<file path="src/rtl/clk_switch_ctrl.sv">
// Glitch-free clock switch sequencer: gates the mux output off, waits for the
// target source, moves sel, lets the mux settle, then re-enables the gate.
module clk_switch_ctrl #(
  parameter int CLK_NUM    = 3,
  parameter int GATE_CYC   = 4,
  parameter int SETTLE_CYC = 4,
  parameter int TIMEOUT    = 255,
  localparam int SEL_W     = $clog2(CLK_NUM)
) (
  input  logic               clk,
  input  logic               rst_n,
  input  logic               req_valid,
  input  logic [SEL_W-1:0]   req_sel,
  output logic               req_ready,
  input  logic [CLK_NUM-1:0] clk_ready,
  output logic [SEL_W-1:0]   sel,
  output logic               gate_en,
  output logic               busy,
  output logic               done,
  output logic               err
);

  localparam logic [2:0] S_INIT   = 3'd0;
  localparam logic [2:0] S_IDLE   = 3'd1;
  localparam logic [2:0] S_GATE   = 3'd2;
  localparam logic [2:0] S_WAIT   = 3'd3;
  localparam logic [2:0] S_SETTLE = 3'd4;

  // One shared counter serves all three timed phases, so size it for the longest.
  localparam int MAX_GS  = (GATE_CYC > SETTLE_CYC) ? GATE_CYC : SETTLE_CYC;
  localparam int CNT_MAX = (TIMEOUT > MAX_GS) ? TIMEOUT : MAX_GS;
  localparam int CNT_W   = $clog2(CNT_MAX + 1);
  localparam int PAD_W   = 2 ** SEL_W;

  localparam logic [CNT_W-1:0] GATE_LAST   = CNT_W'(GATE_CYC - 1);
  localparam logic [CNT_W-1:0] SETTLE_LAST = CNT_W'(SETTLE_CYC - 1);
  localparam logic [CNT_W-1:0] TO_LAST     = CNT_W'(TIMEOUT - 1);
  localparam logic [SEL_W:0]   NUM_L       = (SEL_W + 1)'(CLK_NUM);

  logic [CLK_NUM-1:0] sync_q, ready_s_q;
  logic [PAD_W-1:0]   ready_pad;

  logic [2:0]       state_q, state_d;
  logic [SEL_W-1:0] sel_q, sel_d;
  logic [SEL_W-1:0] tgt_q, tgt_d;
  logic [CNT_W-1:0] cnt_q, cnt_d;
  logic             gate_en_q, gate_en_d;
  logic             req_ready_q, req_ready_d;
  logic             busy_q, busy_d;
  logic             done_q, done_d;
  logic             err_q, err_d;
  logic             req_bad;

  // clk_ready is asynchronous to clk; only the second synchronizer stage is used.
  always_ff @(posedge clk or negedge rst_n) begin
    if (!rst_n) begin
      sync_q    <= '0;
      ready_s_q <= '0;
    end else begin
      sync_q    <= clk_ready;
      ready_s_q <= sync_q;
    end
  end

  assign ready_pad = PAD_W'(ready_s_q);
  assign req_bad   = ({1'b0, req_sel} >= NUM_L);

  always_comb begin
    state_d     = state_q;
    sel_d       = sel_q;
    tgt_d       = tgt_q;
    cnt_d       = cnt_q;
    gate_en_d   = gate_en_q;
    req_ready_d = req_ready_q;
    busy_d      = busy_q;
    done_d      = 1'b0;
    err_d       = 1'b0;
    case (state_q)
      S_INIT: begin
        if (ready_s_q[0]) begin
          gate_en_d   = 1'b1;
          req_ready_d = 1'b1;
          busy_d      = 1'b0;
          state_d     = S_IDLE;
        end
      end
      S_IDLE: begin
        if (req_valid && req_ready_q) begin
          tgt_d = req_sel;
          if (req_bad) begin
            err_d = 1'b1;
          end else if (req_sel == sel_q) begin
            done_d = 1'b1;
          end else begin
            gate_en_d   = 1'b0;
            req_ready_d = 1'b0;
            busy_d      = 1'b1;
            cnt_d       = '0;
            state_d     = S_GATE;
          end
        end
      end
      S_GATE: begin
        if (cnt_q == GATE_LAST) begin
          cnt_d   = '0;
          state_d = S_WAIT;
        end else begin
          cnt_d = cnt_q + CNT_W'(1);
        end
      end
      S_WAIT: begin
        // A ready target wins over a timeout landing on the same cycle.
        if (ready_pad[tgt_q]) begin
          sel_d   = tgt_q;
          cnt_d   = '0;
          state_d = S_SETTLE;
        end else if (cnt_q == TO_LAST) begin
          gate_en_d   = 1'b1;
          err_d       = 1'b1;
          req_ready_d = 1'b1;
          busy_d      = 1'b0;
          cnt_d       = '0;
          state_d     = S_IDLE;
        end else begin
          cnt_d = cnt_q + CNT_W'(1);
        end
      end
      S_SETTLE: begin
        if (cnt_q == SETTLE_LAST) begin
          gate_en_d   = 1'b1;
          done_d      = 1'b1;
          req_ready_d = 1'b1;
          busy_d      = 1'b0;
          cnt_d       = '0;
          state_d     = S_IDLE;
        end else begin
          cnt_d = cnt_q + CNT_W'(1);
        end
      end
      default: begin
        gate_en_d   = 1'b0;
        req_ready_d = 1'b0;
        busy_d      = 1'b1;
        cnt_d       = '0;
        state_d     = S_INIT;
      end
    endcase
  end

  always_ff @(posedge clk or negedge rst_n) begin
    if (!rst_n) begin
      state_q     <= S_INIT;
      sel_q       <= '0;
      tgt_q       <= '0;
      cnt_q       <= '0;
      gate_en_q   <= 1'b0;
      req_ready_q <= 1'b0;
      busy_q      <= 1'b1;
      done_q      <= 1'b0;
      err_q       <= 1'b0;
    end else begin
      state_q     <= state_d;
      sel_q       <= sel_d;
      tgt_q       <= tgt_d;
      cnt_q       <= cnt_d;
      gate_en_q   <= gate_en_d;
      req_ready_q <= req_ready_d;
      busy_q      <= busy_d;
      done_q      <= done_d;
      err_q       <= err_d;
    end
  end

  assign sel       = sel_q;
  assign gate_en   = gate_en_q;
  assign req_ready = req_ready_q;
  assign busy      = busy_q;
  assign done      = done_q;
  assign err       = err_q;

endmodule

</file>
<file path="config.mk">
export PLATFORM = sky130hd
export DESIGN_NAME = clk_switch_ctrl
export DESIGN_NICKNAME = d
export VERILOG_FILES = /design/src/rtl/clk_switch_ctrl.sv
export SDC_FILE = /design/constraint.sdc
export NUM_CORES = 1
export LEC_CHECK = 0
export CORE_MARGIN = 2
export CORE_UTILIZATION = 54
export DETAILED_ROUTE_END_ITERATION = 12
export PLACE_DENSITY = 0.77
export SLEW_MARGIN = 20
export SYNTH_ARGS = -nofsm -noshare
export SYNTH_HDL_FRONTEND = slang
export SYNTH_SLANG_ARGS = --single-unit
</file>
<file path="constraint.sdc">
create_clock -name clk -period 2.5 [get_ports clk]
set_input_delay 0.75 -clock clk [delete_from_list [all_inputs] [get_ports clk]]
set_output_delay 0.75 -clock clk [all_outputs]
set_load 0.02 [all_outputs]
</file>
==> impl_results.md <==
- Outcome: finished clean
- Mapped Avg Cell Area: 10.3 sq um
- Initial antenna violation count: 0
- Core area: 2230 sq um
- Async SR Flop Fraction: 100%
- FF-to-FF End: cnt_q[5]$_DFFE_PN0P_
- WHS Endpoint: ready_s_q[2]$_DFF_PN0_
- Slowest stage delay, CP: 0.59 ns
- CTS tree: yes
- Reg clk slew, reported paths: 0.13 ns
- WHS: 0.369 ns
- Total track usage: 20.0%
- Fmax achieved: 0.453 GHz
- Leading post-synthesis cells by cell area: dfrtp_1 47%, nand2_1 5.6%, o21ai_0 3.9%
- EDFF count, synth: 0
- VDD IR max: 0.580 mV
- Top Family by Delay on Critical Path: buffers and inverters
- R2R setup slack: 0.48 ns
- CTS Buf Count: 3
- Post CTS Setup Buffer Count: 0
- Setup Skew: 0.00147 ns
- Worst Path Required: 1.75 ns
- Crit path launch type: flip-flop
- Vias in the first global route: 894
- Vias/cell: 5.72
- Final cell count without fillers: 170
- Static Leak: 0.652 nW
- WL/cell: 14.3 microns
- Die H: 52.7 microns
- Final core utilization: 66.1%
- Starting Density: 57.3%
- Die area: 2770 sq um
- Slew HR: 44.5%
- Crit path capture type: primary output
- Area grow syn2layout: 15.4%
- Antenna Violating Nets Remaining: 0
- Leading area contributor after synthesis: dfrtp_1
- Most common library cells after synthesis: 24 x dfrtp_1, 19 x nand2_1, 10 x o21ai_0, 6 x a21oi_1, 6 x inv_1
- Critical path class: flip-flop to primary output
- Largest net degree at the start of global routing: 18
- Hold Buf Count CTS: 0
- Mapped cell area: 1280 sq um
- Overall Power: 0.00146 W
- CTS Buffer Depth: 2
- Nets: 153
- Diode count: 0
- CP arrival: 1.46 ns
- Yosys reg bits: 25
- Worst-Skew Late Latency: 0.31 ns
- Top_reg_cell synth: dfrtp_1
- Hold crit path type: flip-flop to flip-flop
- Total I/O pin count: 15
- Hold Crit Depth: 0
- Routability cong.: 0.840
- Worst reg-to-reg path cell count: 6
- Gr ovfl total: 0
- Max cap viols: 0
- Crit path time final: 2.21 ns
- RSZ-0062 raised after global routing: false
- Drt drc: 0
- Clock sink count: 25
- Cts repair resizes: 0
- Final Cycle Share: 88.2%
- CP Max Fanout: 2
- Drt first pass iters: 4
- WL final: 2.42 mm
- Count of input and output buffers: 14
- Row cnt: 17
- Final Max Tran Viols: 0
- Placed Cells: 166
- Post-Syn Nets: 134
- Yosys cell types: 44
- Vias after detailed routing: 972
- Global-route wire length before repair: 4.01 mm
- DR iter-0 viols: 25
- Final hold viol count: 0
- Post-Syn Instances: 124
- Worst Path Buf+Inv: 1
- Layout cell share with drive strength beyond 1: 15.5%
- Finish-stage setup viols: 0
- Cell area power density: 992 nW/um^2
- H-tree levels: 1
- RR Startpoint: cnt_q[1]$_DFFE_PN0P_
- DP Wirelength: 1.81 mm
- Seq/Total Area, Yosys: 49.0%
- Min-delay src: sync_q[2]$_DFF_PN0_
- Tightest Pin Transition: 0.826 ns
- Yosys top cell area share: 47.0%
- Slowest stage cell, crit path: clkdlybuf4s50_1
- Die X: 52.7 microns
- CTS Root Buffer Type: clkbuf_4
- Crit path cell chain: clkdlybuf4s50_1
- Ys Warns: 0
- Count leader, synth: dfrtp_1
-- how the worst max path moves through the flow --
stage | slack, ns | end | cells past startpoint | start
floorplan | 0.60 | busy$_DFFE_PN1P_ | 5 | req_sel[0]
global placement | 0.01 | busy$_DFFE_PN1P_ | 6 | req_sel[1]
detailed placement | -0.03 | busy$_DFFE_PN1P_ | 6 | req_sel[1]
CTS | 0.29 | busy | 1 | busy$_DFFE_PN1P_
global route | 0.17 | req_ready$_DFFE_PN0P_ | 6 | req_sel[0]
finish | 0.29 | busy | 1 | busy$_DFFE_PN1P_
-- per-layer routing --
| layer | up-vias | share of wire [%] | track usage [%] |
|---|---|---|---|
| met5 | - | 0 | 0 |
| met4 | 0 | 1.7 | 8.12 |
| met3 | 4 | 3.0 | 3.43 |
| met2 | 19 | 49 | 34.2 |
| met1 | 476 | 46 | 24.7 |
| li1 | 473 | - | - |
-- through the flow --
step	worst slack (ns)	TNS, ns	instance area (sq um)
CTS	0.286	0	1480
detailed placement	-0.0255	-0.0462	1450
global route	0.173	0	1480
floorplan	0.604	0	1280
global placement	0.0103	0	1450
finish	0.295	0	1480
-- cell type report --
cell class | instances | area (sq um)
fill | 179 | 758
sequential | 25 | 627
multi-input combinational | 89 | 593
timing repair buffer | 18 | 170
tap | 28 | 35.0
clock buffer | 3 | 22.5
inverter | 6 | 22.5
clock inverter | 1 | 5.00
-- sequential cells by signal, summed over array words and instances, names as in the netlist --
name       flops
busy           1
cnt_q          8
done           1
err            1
ready_s_q      3
req_ready      1
sel            2
state_q        3
sync_q         3
tgt_q          2
-- cells in the final DEF, fill, tap and decap left out, types with 2 or more instances in the layout --
master           synthesis  layout
inv_1                    6       6
a21oi_1                  6       6
a2111oi_2                2       2
ha_1                     2       2
dfrtp_1                 24      24
nand2_1                 19      19
xor2_1                   5       5
nand3_1                  5       5
nor2_1                   5       5
xnor2_1                  2       2
o21ai_0                 10      10
clkbuf_4                 0       3
nand2b_1                 2       2
nor3_1                   4       4
buf_4                    1       4
clkdlybuf4s50_1          0      14
o21a_1                   2       2
-- cells by family (layout without fill, tap and decap cells) --
| group | after synthesis | after routing | synth area share [%] |
|---|---|---|---|
| and+or+nand+nor | 48 | 48 | 20.5 |
| AOI/OAI and AO/OA | 30 | 30 | 17.1 |
| DFF | 25 | 25 | 49.0 |
| buffers and inverters | 10 | 28 | 4.60 |
| xor gates and xnor gates | 7 | 7 | 4.79 |
| adders and majority gates | 2 | 2 | 1.96 |
| muxes | 2 | 2 | 2.05 |
-- power breakdown --
group	internal [W]	switching, W
logic	0.000304	0.000347
clock network	0.0000598	0.000118
registers	0.000506	0.000129
total	0.000869	0.000594
Note: power is estimated with default switching activity, not from simulation.
